==> config.mk <==
export PLATFORM = sky130hd
export DESIGN_NAME = ps2_host_tx
export DESIGN_NICKNAME = d
export VERILOG_FILES = /design/src/rtl/ps2_pkg.sv /design/src/rtl/ps2_line_sync.sv /design/src/rtl/ps2_host_tx.sv
export SDC_FILE = /design/constraint.sdc
export NUM_CORES = 1
export LEC_CHECK = 0
export ABC_AREA = 1
export BUFFER_PORTS_ARGS = -buffer_cell sky130_fd_sc_hd__clkbuf_2
export CAP_MARGIN = 20
export CORE_MARGIN = 4
export CORE_UTILIZATION = 38
export DETAILED_ROUTE_END_ITERATION = 8
export SLEW_MARGIN = 20
export SYNTH_ARGS = -nofsm -noshare
export SYNTH_HDL_FRONTEND = slang
export SYNTH_SLANG_ARGS = --single-unit
==> constraint.sdc <==
create_clock -name clk -period 1.93 [get_ports clk]
set_clock_uncertainty 0.1 [all_clocks]
set_input_delay 0 -clock clk [delete_from_list [all_inputs] [get_ports clk]]
set_output_delay 0 -clock clk [all_outputs]
set_load 0.02 [all_outputs]
==> src/rtl/ps2_pkg.sv <==
// Shared PS/2 definitions: frame sizes, host-transmitter states and the odd-parity helper.
package ps2_pkg;

    localparam int PS2_FRAME_BITS = 11;
    localparam int PS2_TX_BITS    = 10;

    typedef enum logic [2:0] {
        ST_IDLE     = 3'd0,
        ST_INHIBIT  = 3'd1,
        ST_REQ      = 3'd2,
        ST_SEND     = 3'd3,
        ST_ACK      = 3'd4,
        ST_WAIT_REL = 3'd5
    } ps2_tx_state_e;

    function automatic logic ps2_odd_parity(input logic [7:0] data);
        return ~^data;
    endfunction

endpackage

==> src/rtl/ps2_line_sync.sv <==
// Two-flop synchronisers for the PS/2 clock and data lines, plus a one-cycle falling-edge strobe on the clock.
module ps2_line_sync (
    input  logic clk,
    input  logic reset,
    input  logic ps2_clk_in,
    input  logic ps2_data_in,
    output logic clk_s,
    output logic data_s,
    output logic clk_fall
);

    logic [1:0] clk_meta_q, clk_meta_d;
    logic [1:0] data_meta_q, data_meta_d;
    logic       clk_prev_q, clk_prev_d;

    always_comb begin
        clk_meta_d  = {clk_meta_q[0], ps2_clk_in};
        data_meta_d = {data_meta_q[0], ps2_data_in};
        clk_prev_d  = clk_meta_q[1];
    end

    // Idle bus level is high, so reset to 1 to avoid a spurious fall strobe.
    always_ff @(posedge clk) begin
        if (reset) begin
            clk_meta_q  <= '1;
            data_meta_q <= '1;
            clk_prev_q  <= 1'b1;
        end else begin
            clk_meta_q  <= clk_meta_d;
            data_meta_q <= data_meta_d;
            clk_prev_q  <= clk_prev_d;
        end
    end

    assign clk_s    = clk_meta_q[1];
    assign data_s   = data_meta_q[1];
    assign clk_fall = clk_prev_q & ~clk_meta_q[1];

endmodule

==> src/rtl/ps2_host_tx.sv <==
// PS/2 host-to-device transmitter (request-to-send, LSB-first shift, ACK check).
// Define PS2_TX_ACK_CHECK_EN to turn a high ACK sample into a tx_err pulse.
module ps2_host_tx
    import ps2_pkg::*;
#(
    parameter int INHIBIT_CYCLES = 5000,
    parameter int TIMEOUT_CYCLES = 750000
) (
    input  logic       clk,
    input  logic       reset,
    input  logic       tx_valid,
    input  logic [7:0] tx_data,
    output logic       tx_ready,
    output logic       tx_busy,
    output logic       tx_done,
    output logic       tx_err,
    input  logic       ps2_clk_in,
    input  logic       ps2_data_in,
    output logic       ps2_clk_oe,
    output logic       ps2_data_oe
);

    localparam int MAX_CYCLES = (INHIBIT_CYCLES > TIMEOUT_CYCLES) ? INHIBIT_CYCLES : TIMEOUT_CYCLES;
    localparam int CW         = $clog2(MAX_CYCLES + 1);

    localparam logic [CW-1:0] INH_LAST = CW'(INHIBIT_CYCLES - 1);
    localparam logic [CW-1:0] TO_LAST  = CW'(TIMEOUT_CYCLES - 1);
    localparam logic [CW-1:0] CNT_MAX  = '1;

    ps2_tx_state_e          state_q, state_d;
    logic [PS2_TX_BITS-1:0] frame_q, frame_d;
    logic [3:0]             bit_idx_q, bit_idx_d;
    logic [CW-1:0]          cnt_q, cnt_d;
    logic                   data_oe_q, data_oe_d;
    logic                   done_q, done_d;
    logic                   err_q, err_d;
`ifdef PS2_TX_ACK_CHECK_EN
    logic                   ack_q, ack_d;
`endif

    logic clk_s, data_s, clk_fall;

    ps2_line_sync u_sync (
        .clk        (clk),
        .reset      (reset),
        .ps2_clk_in (ps2_clk_in),
        .ps2_data_in(ps2_data_in),
        .clk_s      (clk_s),
        .data_s     (data_s),
        .clk_fall   (clk_fall)
    );

    always_comb begin
        state_d   = state_q;
        frame_d   = frame_q;
        bit_idx_d = bit_idx_q;
        data_oe_d = data_oe_q;
        done_d    = 1'b0;
        err_d     = 1'b0;
        cnt_d     = (cnt_q == CNT_MAX) ? cnt_q : cnt_q + 1'b1;
`ifdef PS2_TX_ACK_CHECK_EN
        ack_d     = ack_q;
`endif

        case (state_q)
            ST_IDLE: begin
                data_oe_d = 1'b0;
                if (tx_valid) begin
                    frame_d = {1'b1, ps2_odd_parity(tx_data), tx_data};
                    cnt_d   = '0;
                    state_d = ST_INHIBIT;
                end
            end
            ST_INHIBIT: begin
                if (cnt_q == INH_LAST) begin
                    data_oe_d = 1'b1;
                    state_d   = ST_REQ;
                end
            end
            ST_REQ: begin
                bit_idx_d = '0;
                cnt_d     = '0;
                state_d   = ST_SEND;
            end
            ST_SEND: begin
                if (clk_fall) begin
                    data_oe_d = ~frame_q[bit_idx_q];
                    bit_idx_d = bit_idx_q + 1'b1;
                    if (bit_idx_q == 4'(PS2_TX_BITS - 1)) begin
                        state_d = ST_ACK;
                    end
                end
            end
            ST_ACK: begin
                if (clk_fall) begin
`ifdef PS2_TX_ACK_CHECK_EN
                    ack_d = data_s;
`endif
                    state_d = ST_WAIT_REL;
                end
            end
            ST_WAIT_REL: begin
                if (clk_s && data_s) begin
                    state_d = ST_IDLE;
`ifdef PS2_TX_ACK_CHECK_EN
                    err_d   = ack_q;
                    done_d  = ~ack_q;
`else
                    done_d  = 1'b1;
`endif
                end
            end
            default: begin
                data_oe_d = 1'b0;
                state_d   = ST_IDLE;
            end
        endcase

        // Timeout wins over any legal event landing in the same cycle.
        if ((state_q == ST_SEND || state_q == ST_ACK || state_q == ST_WAIT_REL) &&
            cnt_q == TO_LAST) begin
            state_d   = ST_IDLE;
            data_oe_d = 1'b0;
            done_d    = 1'b0;
            err_d     = 1'b1;
        end
    end

    always_ff @(posedge clk) begin
        if (reset) begin
            state_q   <= ST_IDLE;
            frame_q   <= '0;
            bit_idx_q <= '0;
            cnt_q     <= '0;
            data_oe_q <= 1'b0;
            done_q    <= 1'b0;
            err_q     <= 1'b0;
`ifdef PS2_TX_ACK_CHECK_EN
            ack_q     <= 1'b0;
`endif
        end else begin
            state_q   <= state_d;
            frame_q   <= frame_d;
            bit_idx_q <= bit_idx_d;
            cnt_q     <= cnt_d;
            data_oe_q <= data_oe_d;
            done_q    <= done_d;
            err_q     <= err_d;
`ifdef PS2_TX_ACK_CHECK_EN
            ack_q     <= ack_d;
`endif
        end
    end

    assign tx_ready    = (state_q == ST_IDLE);
    assign tx_busy     = (state_q != ST_IDLE);
    assign tx_done     = done_q;
    assign tx_err      = err_q;
    assign ps2_clk_oe  = (state_q == ST_INHIBIT) || (state_q == ST_REQ);
    assign ps2_data_oe = data_oe_q;

endmodule

==> run metrics, run 1 <==
endpoints failing setup 0; cts hold-fix bufs 13; GR Util met3 3.01%; fin worst setup slack 0.136 ns; std cell rows 28; Clock Latency Late Sink 0.31 ns; gp weighted congestion 0.811; Post-Syn Instances 352; largest family of logic cells by synthesized area simple AND/OR/NAND/NOR gates; Die ar. 7760 µm²; register area share after synthesis 36.9%; R2R Setup Slk 0.14 ns; Final HPWL DP 3960 µm; Die W 88.1 µm; post-synthesis adder-cell area fraction 1.54%; dominant cell type by area after synthesis dfxtp_1; Placed Instances 443; drt total wl 5440 µm; Synth Area in Simple Gates 35.7%; WS Path Type flip-flop to flip-flop; Setup TNS 0 ns; largest net degree at the start of global routing 19; share of post-route cells with drive strength above 1 14.7%; Setup crit end kind flip-flop; DRT antenna net count 0; gr ovfl total 0; Async SR Flop Fraction 0%; Mapped Area 2440 µm²; syn_nets 368; most common cell in the netlist nand2_1; Req. time, crit path 2.03 ns; CTS clk-pin slew, worst paths 0.09 ns; Worst-Margin Slew 0.506 ns; initial DRC count 94; Hold Path Depth 5; # IOs 19; Hold Path Class primary input to flip-flop; # fillers 606; Area contributors post-synth dfxtp_1 37%, nand2_1 9.2%, inv_1 7.7%; deepest clock path buffer count 2; Clk Tree Root Cell clkbuf_8; CP startpoint kind flip-flop; initial core utilization 40.2%; multiplexer share of the synthesized area 0%; Post-Synth XOR/XNOR Area 5.75%; CTS buffer count 5; commonest cells in the netlist 60 x nand2_1, 50 x inv_1, 48 x nor2_1, 45 x dfxtp_1, 25 x nand3_1; max-slew violation total from the final report 0; final hold slack 0.220 ns; Util after Layout 47.1%; Unique masters post-synth 35; Post-synth EDFFs 0; initial antenna violation count 0; Non-Filler Instances 464; RSZ-0062 raised after global routing false; Die Y 88.1 µm; worst path arrival time 1.90 ns; Core ar. 6060 µm²; vias 2232; Port Buffers 18; post-cts repair resize count 0; Primary FF master, synth dfxtp_1; leakage 1.33 nW; postcts setup bufs 0; Synth Warn # 0; CTS tree yes; fmax 0.557 GHz; Tmin final 1.79 ns; status finished, final reports clean; share of the clock period used by the worst path 93.0%; Sinks on Clock Net 45; GR Layer Usage met2 23.6%; Seq cells post-synth 45; power density over the cells 1020 nW/µm²; GRT Overall Usage 14.8%; critical path fanouts, max 7; Slew HR 66.2%; endpoints failing hold 0; pre-CTS WS 0.143 ns; Avg Cell Area, Syn 6.93 µm²; met1 usage 19.7%; # H-tree levels 2; Total Nets Final 404; Vias/cell 4.81; number of diodes 0; max cap viols 0; wire per inst 11.7 µm; vias in the first global route 2035; detailed-router iteration count before antenna repair 4; R2R depth 9; DRC Markers 0; GR peak layer met2; Synth Area in Compound Gates 10.9%; worst vdd ir 611 µV; first-pass GRT wire length 9070 µm; synthesis-to-layout area growth 17.1%; Synth top area share 36.9%
[per-layer routing]
metal,up-vias,wire (µm)
li1,1193,-
met1,1008,2730
met2,21,2480
met3,10,134
met4,0,102
met5,-,0
[cell usage in the layout, fill, tap and decap left out, types with 4 or more instances in the layout]
cell type	n
clkbuf_8	5
a21oi_1	20
or2_2	7
xnor2_1	8
inv_1	50
nand4_1	4
xor2_1	8
dlygate4sd3_1	13
nand3_1	25
o21ai_0	23
nand2_2	8
o21ai_1	4
dfxtp_1	45
nor3_1	11
nand2_1	60
clkbuf_2	18
nor2_1	48
[cell type report]
| cell class | count | area, µm² | area share [%] |
|---|---|---|---|
| Multi-Input combinational cell | 249 | 1310 | 46.0 |
| Sequential cell | 45 | 901 | 31.6 |
| Timing Repair Buffer | 32 | 228 | 7.98 |
| Inverter | 55 | 208 | 7.27 |
| Tap cell | 75 | 93.8 | 3.29 |
| Clock buffer | 6 | 72.6 | 2.54 |
| Clock inverter | 2 | 38.8 | 1.36 |
[sequential cells by signal, summed over array words and instances, names as in the netlist]
| register | flops |
|---|---|
| cnt_q | 20 |
| frame_q | 10 |
| bit_idx_q | 4 |
| state_q | 3 |
| u_sync.clk_meta_q | 2 |
| u_sync.data_meta_q | 2 |
| ps2_data_oe | 1 |
| tx_done | 1 |
| tx_err | 1 |
| u_sync.clk_prev_q | 1 |
[final timing paths]
check                            start                    to
setup / recovery              cnt_q[0]              cnt_q[5]
hold / removal                tx_valid              cnt_q[8]
setup reg to reg              cnt_q[0]              cnt_q[5]
hold reg to reg   u_sync.clk_meta_q[0]  u_sync.clk_meta_q[1]
[worst max-delay path, stage by stage (launching register included)]
cell and delay, ns:
dfxtp_1 0.38, ha_1 0.22, inv_1 0.09, nor2_4 0.21
nand2_4 0.11, nor2_8 0.13, nand4_4 0.14, nand2_2 0.12
xor2_1 0.14, nor2_1 0.05
[cells by family after synthesis]
group / count (synthesis)
and+or+nand+nor: 179
adders and majority gates: 3
buffers and inverters: 58
DFF: 45
xor gates and xnor gates: 16
AOI/OAI and AO/OA: 51
[through the flow]
step           cell area [µm²]  power [mW]
2_1_floorplan             2440        1.93
3_3_place_gp              2610        2.18
3_5_place_dp              2610        2.18
4_1_cts                   2860        2.94
5_1_grt                   2860        3.14
6_report                  2860        2.91
[power by group]
group | internal (mW) | switching [mW]
clock network | 0.389 | 0.345
logic | 0.345 | 0.675
registers | 1.06 | 0.0959
Note: power is estimated with default switching activity, not from simulation.
==> run 2, diff against run 1 <==
--- a/config.mk
+++ b/config.mk
@@ -8,6 +8,7 @@
 export ABC_AREA = 1
 export BUFFER_PORTS_ARGS = -buffer_cell sky130_fd_sc_hd__clkbuf_2
 export CAP_MARGIN = 20
+export CORE_ASPECT_RATIO = 0.5
 export CORE_MARGIN = 4
 export CORE_UTILIZATION = 38
 export DETAILED_ROUTE_END_ITERATION = 8
==> constraint.sdc (replaced) <==
create_clock -name clk -period 1.93 [get_ports clk]
set_clock_uncertainty 0.1 [all_clocks]
set_input_delay 0.0965 -clock clk [delete_from_list [all_inputs] [get_ports clk]]
set_output_delay 0.0965 -clock clk [all_outputs]
set_load 0.005 [all_outputs]
==> run 2 against run 1 <==
  * Via count about the same
  * Critical path depth up 1
  * Total power up 10%
  * Clock power up 53%
  * Worst setup slack better by 0.034 ns
  * First-iteration DRC count up 70%
  * Wire length down 0.83%
  * Global-route usage down 0.23 points
  * Non-clock buffer count down 8
  * Critical path type unchanged
  * Critical endpoint is now cnt_q[7]
==> run metrics, run 2 (synthesis gave the netlist of run 1 again) <==
leakage 1.34 nW (was 1.33 nW); endpoints failing hold 0 (unchanged); endpoints failing setup 0 (unchanged); max FFs per register 20 (unchanged); Total Nets Final 396 (was 404); CTS clk-pin slew, worst paths 0.07 ns (was 0.09 ns); Worst-Margin Slew 0.512 ns (was 0.506 ns); initial antenna violation count 0 (unchanged); vias in the first global route 2050 (was 2035); gp weighted congestion 0.854 (was 0.811); most common cell after layout, fill and taps aside nand2_1 (unchanged); Sinks on Clock Net 45 (unchanged); first-pass GRT wire length 9270 µm (was 9070 µm); Setup TNS 0 ns (unchanged); largest net degree at the start of global routing 19 (unchanged); Largest regs cnt_q: 20 flops, frame_q: 10 flops, bit_idx_q: 4 flops (unchanged); Final HPWL DP 4070 µm (was 3960 µm); R2R Setup Slk 0.17 ns (was 0.14 ns); worst path arrival time 1.84 ns (was 1.90 ns); Cell Area, Placed 2640 µm² (was 2610 µm²); most frequent cells in the layout 60 x nand2_1, 50 x inv_1, 48 x nor2_1 (unchanged); initial core utilization 39.8% (was 40.2%); deepest clock path buffer count 2 (unchanged); Tmin final 1.76 ns (was 1.79 ns); gr ovfl total 0 (unchanged); Setup crit end kind flip-flop (unchanged); Port Buffers 18 (unchanged); CTS buffer count 5 (unchanged); RSZ-0062 raised after global routing false (unchanged); status finished, final reports clean (unchanged); Hold Path Depth 3 (was 5); worst vdd ir 346 µV (was 611 µV); share of the clock period used by the worst path 91.2% (was 93.0%); initial DRC count 160 (was 94); Vias/cell 4.76 (was 4.81); wire per inst 11.5 µm (was 11.7 µm); number of diodes 0 (unchanged); Die W 121 µm (was 88.1 µm); # H-tree levels 2 (unchanged); critical path fanouts, max 7 (unchanged); fin worst setup slack 0.169 ns (was 0.136 ns); power density over the cells 1120 nW/µm² (was 1020 nW/µm²); max cap viols 0 (unchanged); Clk Tree Root Cell clkbuf_16 (was clkbuf_8); GRT Overall Usage 14.6% (was 14.8%); Worst Hold Path EP frame_q[3] (was cnt_q[8]); Critical R2R Capture cnt_q[7] (was cnt_q[5]); Hold Path Class primary input to flip-flop (unchanged); Core ar. 6130 µm² (was 6060 µm²); Clock Latency Late Sink 0.28 ns (was 0.31 ns); # fillers 610 (was 606); CP startpoint kind flip-flop (unchanged); Reg with most FFs cnt_q (unchanged); drt total wl 5400 µm (was 5440 µm); detailed-router iteration count before antenna repair 5 (was 4); Req. time, crit path 2.01 ns (was 2.03 ns); DRT antenna net count 0 (unchanged); vias 2234 (was 2232); WS Path Type flip-flop to flip-flop (unchanged); # IOs 19 (unchanged); std cell rows 20 (was 28); synthesis-to-layout area growth 17.8% (was 17.1%); share of post-route cells with drive strength above 1 16.0% (was 14.7%); pre-CTS WS 0.137 ns (was 0.143 ns); RR Startpoint cnt_q[0] (unchanged); Die Y 64.6 µm (was 88.1 µm); worst min-delay path startpoint tx_data[3] (was tx_valid); Finished Cell Area 2870 µm² (was 2860 µm²); Slew HR 65.8% (was 66.2%); fmax 0.568 GHz (was 0.557 GHz); Die ar. 7840 µm² (was 7760 µm²); max-slew violation total from the final report 0 (unchanged); total chip power 3.21 mW (was 2.91 mW); CTS tree yes (unchanged); R2R depth 10 (was 9); DRC Markers 0 (unchanged)
run 2: cell types whose count changed in the layout (fill, tap and decap cells not counted), sizes merged:
cell         delta
dlygate4sd3    -10
bufinv          +1
clkinv          -1
clkbuf          -1
buf             +2
inv             +1
run 2: how the worst max path moves through the flow:
stage / endpoint / startpoint / cells past startpoint / slack (ns)
5_1_grt: cnt_q[7] / cnt_q[0] / 10 / 0.0006
3_3_place_gp: cnt_q[5] / cnt_q[0] / 9 / 0.22
3_5_place_dp: cnt_q[7] / cnt_q[0] / 10 / 0.14
2_1_floorplan: cnt_q[5] / cnt_q[0] / 9 / 0.33
6_report: cnt_q[7] / cnt_q[0] / 10 / 0.17
4_1_cts: cnt_q[7] / cnt_q[0] / 10 / 0.12
run 2: final cells by class:
type	instances	area (µm²)	area share [%]
multi-input cells	249	1320	45.8
well taps	88	110	3.83
flip-flops and latches	45	901	31.4
repair buffers	24	143	4.97
clock inverters	3	68.8	2.40
clock buffers	5	125	4.36
inverters	55	208	7.23
run 2: report_power, final:
part	total, mW	switching, mW	internal, mW
sequential	1.16	0.0969	1.07
combinational	0.932	0.598	0.334
clock	1.12	0.370	0.746
run 2: worst max-delay path: stages, from the launching register on:
cell and delay (ns):
dfxtp_1 0.37, ha_2 0.22, inv_1 0.07, nor2_4 0.18
nand2_4 0.11, nor2_8 0.13, nand4_4 0.14, nand2_2 0.12
o21ai_0 0.09, nand2_1 0.08, nor2_1 0.04
run 2: per-stage QoR:
stage,util [%],hold WS (ns),instances
6_report,46.8,0.0219,469
5_1_grt,46.8,0.0381,469
4_1_cts,46.7,0.0185,468
3_5_place_dp,43.0,0.185,457
3_3_place_gp,43.0,0.179,457
2_1_floorplan,-,0.0656,352
run 2: what timing repair did:
item / CTS / global route
endpoints found under the setup margin: 0 / 5
hold endpoints to repair: 3 / 0
setup buffers: 0 / 1
hold buffers: 3 / 0
resized for setup: 0 / 1
run 2: metal layers:
| layer | part of all wire (%) | global-route usage, % | vias to the layer above |
|---|---|---|---|
| li1 | - | - | 1172 |
| met1 | 49 | 18.7 | 1024 |
| met2 | 47 | 25.3 | 34 |
| met4 | 0.70 | 2.93 | 0 |
| met5 | 0 | 0 | - |
| met3 | 3.4 | 3.49 | 4 |
==> run 3, diff against run 2 <==
--- a/config.mk
+++ b/config.mk
@@ -9,7 +9,6 @@
 export BUFFER_PORTS_ARGS = -buffer_cell sky130_fd_sc_hd__clkbuf_2
 export CAP_MARGIN = 20
 export CORE_ASPECT_RATIO = 0.5
-export CORE_MARGIN = 4
 export CORE_UTILIZATION = 38
 export DETAILED_ROUTE_END_ITERATION = 8
 export SLEW_MARGIN = 20
==> constraint.sdc (replaced) <==
create_clock -name clk -period 1.9 [get_ports clk]
set_clock_uncertainty 0.1 [all_clocks]
set_input_delay 0.095 -clock clk [delete_from_list [all_inputs] [get_ports clk]]
set_output_delay 0.095 -clock clk [all_outputs]
set_load 0.005 [all_outputs]
==> run 3 against run 2 <==
  * Maximum frequency down 0.88%
  * Cell count is the same
  * Worst hold slack got worse by 0.0014 ns
  * Global-route usage grew 2.8 points
  * Critical endpoint is now cnt_q[5]
==> run metrics, run 3 (synthesis gave the netlist of run 1 again) <==
largest net degree at the start of global routing 19 (unchanged); share of the clock period used by the worst path 93.5% (was 91.2%); most frequent cells in the layout 60 x nand2_1, 50 x inv_1, 48 x nor2_1 (unchanged); Die Y 58.6 µm (was 64.6 µm); Sinks on Clock Net 45 (unchanged); RSZ-0062 raised after global routing false (unchanged); Total Nets Final 396 (unchanged); Core ar. 6130 µm² (unchanged); Vias/cell 4.77 (was 4.76); initial core utilization 39.8% (unchanged); GRT Overall Usage 17.4% (was 14.6%); critical path fanouts, max 6 (was 7); wire per inst 11.5 µm (about the same); CTS tree yes (unchanged); gp weighted congestion 0.860 (was 0.854); Hold Path Class primary input to flip-flop (unchanged); number of diodes 0 (unchanged); Clock Latency Late Sink 0.28 ns (about the same); post-cts repair resize count 0 (unchanged); power density over the cells 1070 nW/µm² (was 1120 nW/µm²); most common cell after layout, fill and taps aside nand2_1 (unchanged); deepest clock path buffer count 2 (unchanged); Clk Tree Root Cell clkbuf_16 (unchanged); synthesis-to-layout area growth 15.7% (was 17.8%); Req. time, crit path 1.98 ns (was 2.01 ns); Port Buffers 18 (unchanged); WS Path Type flip-flop to flip-flop (unchanged); Cell Area, Placed 2640 µm² (unchanged); DRT antenna net count 0 (unchanged); Die ar. 6760 µm² (was 7840 µm²); initial antenna violation count 0 (unchanged); gr ovfl total 0 (unchanged); CP startpoint kind flip-flop (unchanged); Max Used Layer met4 (unchanged); Tmin final 1.78 ns (was 1.76 ns); worst vdd ir 339 µV (was 346 µV); RR Startpoint cnt_q[0] (unchanged); Largest regs cnt_q: 20 flops, frame_q: 10 flops, bit_idx_q: 4 flops (unchanged); Setup TNS 0 ns (unchanged); max FFs per register 20 (unchanged); WL met2 2570 µm (was 2550 µm); status finished, final reports clean (unchanged); Finished Cell Area 2820 µm² (was 2870 µm²); fmax 0.563 GHz (was 0.568 GHz); max-slew violation total from the final report 0 (unchanged); CTS buffer count 5 (unchanged); std cell rows 20 (unchanged); crit path launch cnt_q[0] (unchanged); Final HPWL DP 4130 µm (was 4070 µm); drt total wl 5410 µm (was 5400 µm); Slew HR 65.4% (was 65.8%); worst path arrival time 1.85 ns (was 1.84 ns); Setup crit end kind flip-flop (unchanged); CTS clk-pin slew, worst paths 0.07 ns (about the same); # IOs 19 (unchanged); max cap viols 0 (unchanged); first-pass GRT wire length 9120 µm (was 9270 µm); vias 2239 (was 2234); worst min-delay path startpoint tx_data[5] (was tx_data[3]); # H-tree levels 2 (unchanged); initial DRC count 157 (was 160); vias in the first global route 2029 (was 2050); Non-Filler Instances 469 (unchanged); Placed Instances 457 (unchanged); Die W 115 µm (was 121 µm); area of the multi-input gates 1310 µm² (was 1320 µm²); register area 901 µm² (unchanged); endpoints failing setup 0 (unchanged); DRC Markers 0 (unchanged); pre-CTS WS 0.109 ns (was 0.137 ns); fin worst setup slack 0.124 ns (was 0.169 ns); share of post-route cells with drive strength above 1 15.7% (was 16.0%); detailed-router iteration count before antenna repair 4 (was 5); leakage 1.31 nW (was 1.34 nW); endpoints failing hold 0 (unchanged); routed wl met3 201 µm (was 182 µm); Worst-Margin Slew 0.518 ns (was 0.512 ns); # fillers 630 (was 610); Reg with most FFs cnt_q (unchanged); metal1 wirelength 2550 µm (was 2630 µm)
-- run 3: path summary, 6_finish.rpt --
check / to / slack [ns] / cells past startpoint
setup / recovery: cnt_q[5] / 0.12 / 9
hold / removal: frame_q[5] / 0.02 / 3
setup reg to reg: cnt_q[5] / 0.12 / 9
hold reg to reg: u_sync.data_meta_q[1] / 0.31 / 1
-- run 3: worst max-delay path, stage by stage (launching register included) --
cell and delay [ns]:
dfxtp_1 0.37, ha_1 0.22, inv_1 0.09, nor2_4 0.18, nand2_4 0.11, nor2_8 0.13
nand4_4 0.14, nand2_2 0.13, xor2_1 0.16, nor2_1 0.05
-- run 3: final cells by class --
cell class | count | area share [%]
Multi-Input combinational cell | 249 | 46.6
Clock buffer | 5 | 4.43
Clock inverter | 3 | 0.754
Timing Repair Buffer | 24 | 5.06
Tap cell | 88 | 3.90
Inverter | 55 | 7.36
Sequential cell | 45 | 31.9
-- run 3: layer usage --
metal / global-route usage [%] / vias to the layer above
met3: 4.12 / 11
met1: 22.4 / 1018
met4: 5.75 / 0
met2: 29.3 / 32
li1: - / 1178
met5: 0 / -
-- run 3: what timing repair did --
action	4_1_cts	5_1_grt
setup buffers	0	1
setup endpoints to repair	0	3
hold buffers	3	0
endpoints found under the hold margin	3	0
-- run 3: power breakdown --
| group | total, mW | internal (mW) | switching, mW | leakage, nW |
|---|---|---|---|---|
| Clock | 0.868 | 0.490 | 0.379 | 0.0702 |
| Combinational | 0.958 | 0.338 | 0.620 | 0.878 |
| Sequential | 1.18 | 1.08 | 0.0967 | 0.367 |
| Total | 3.01 | 1.91 | 1.10 | 1.31 |
-- run 3: per-stage QoR --
step                power (mW)  hold WS, ns  utilization, %
global route              3.24       0.0597            46.0
floorplan                 1.89       0.0641               -
finish                    3.01       0.0206            46.0
CTS                       3.03       0.0187            45.9
global placement          2.12        0.177            43.0
detailed placement        2.15        0.185            43.0
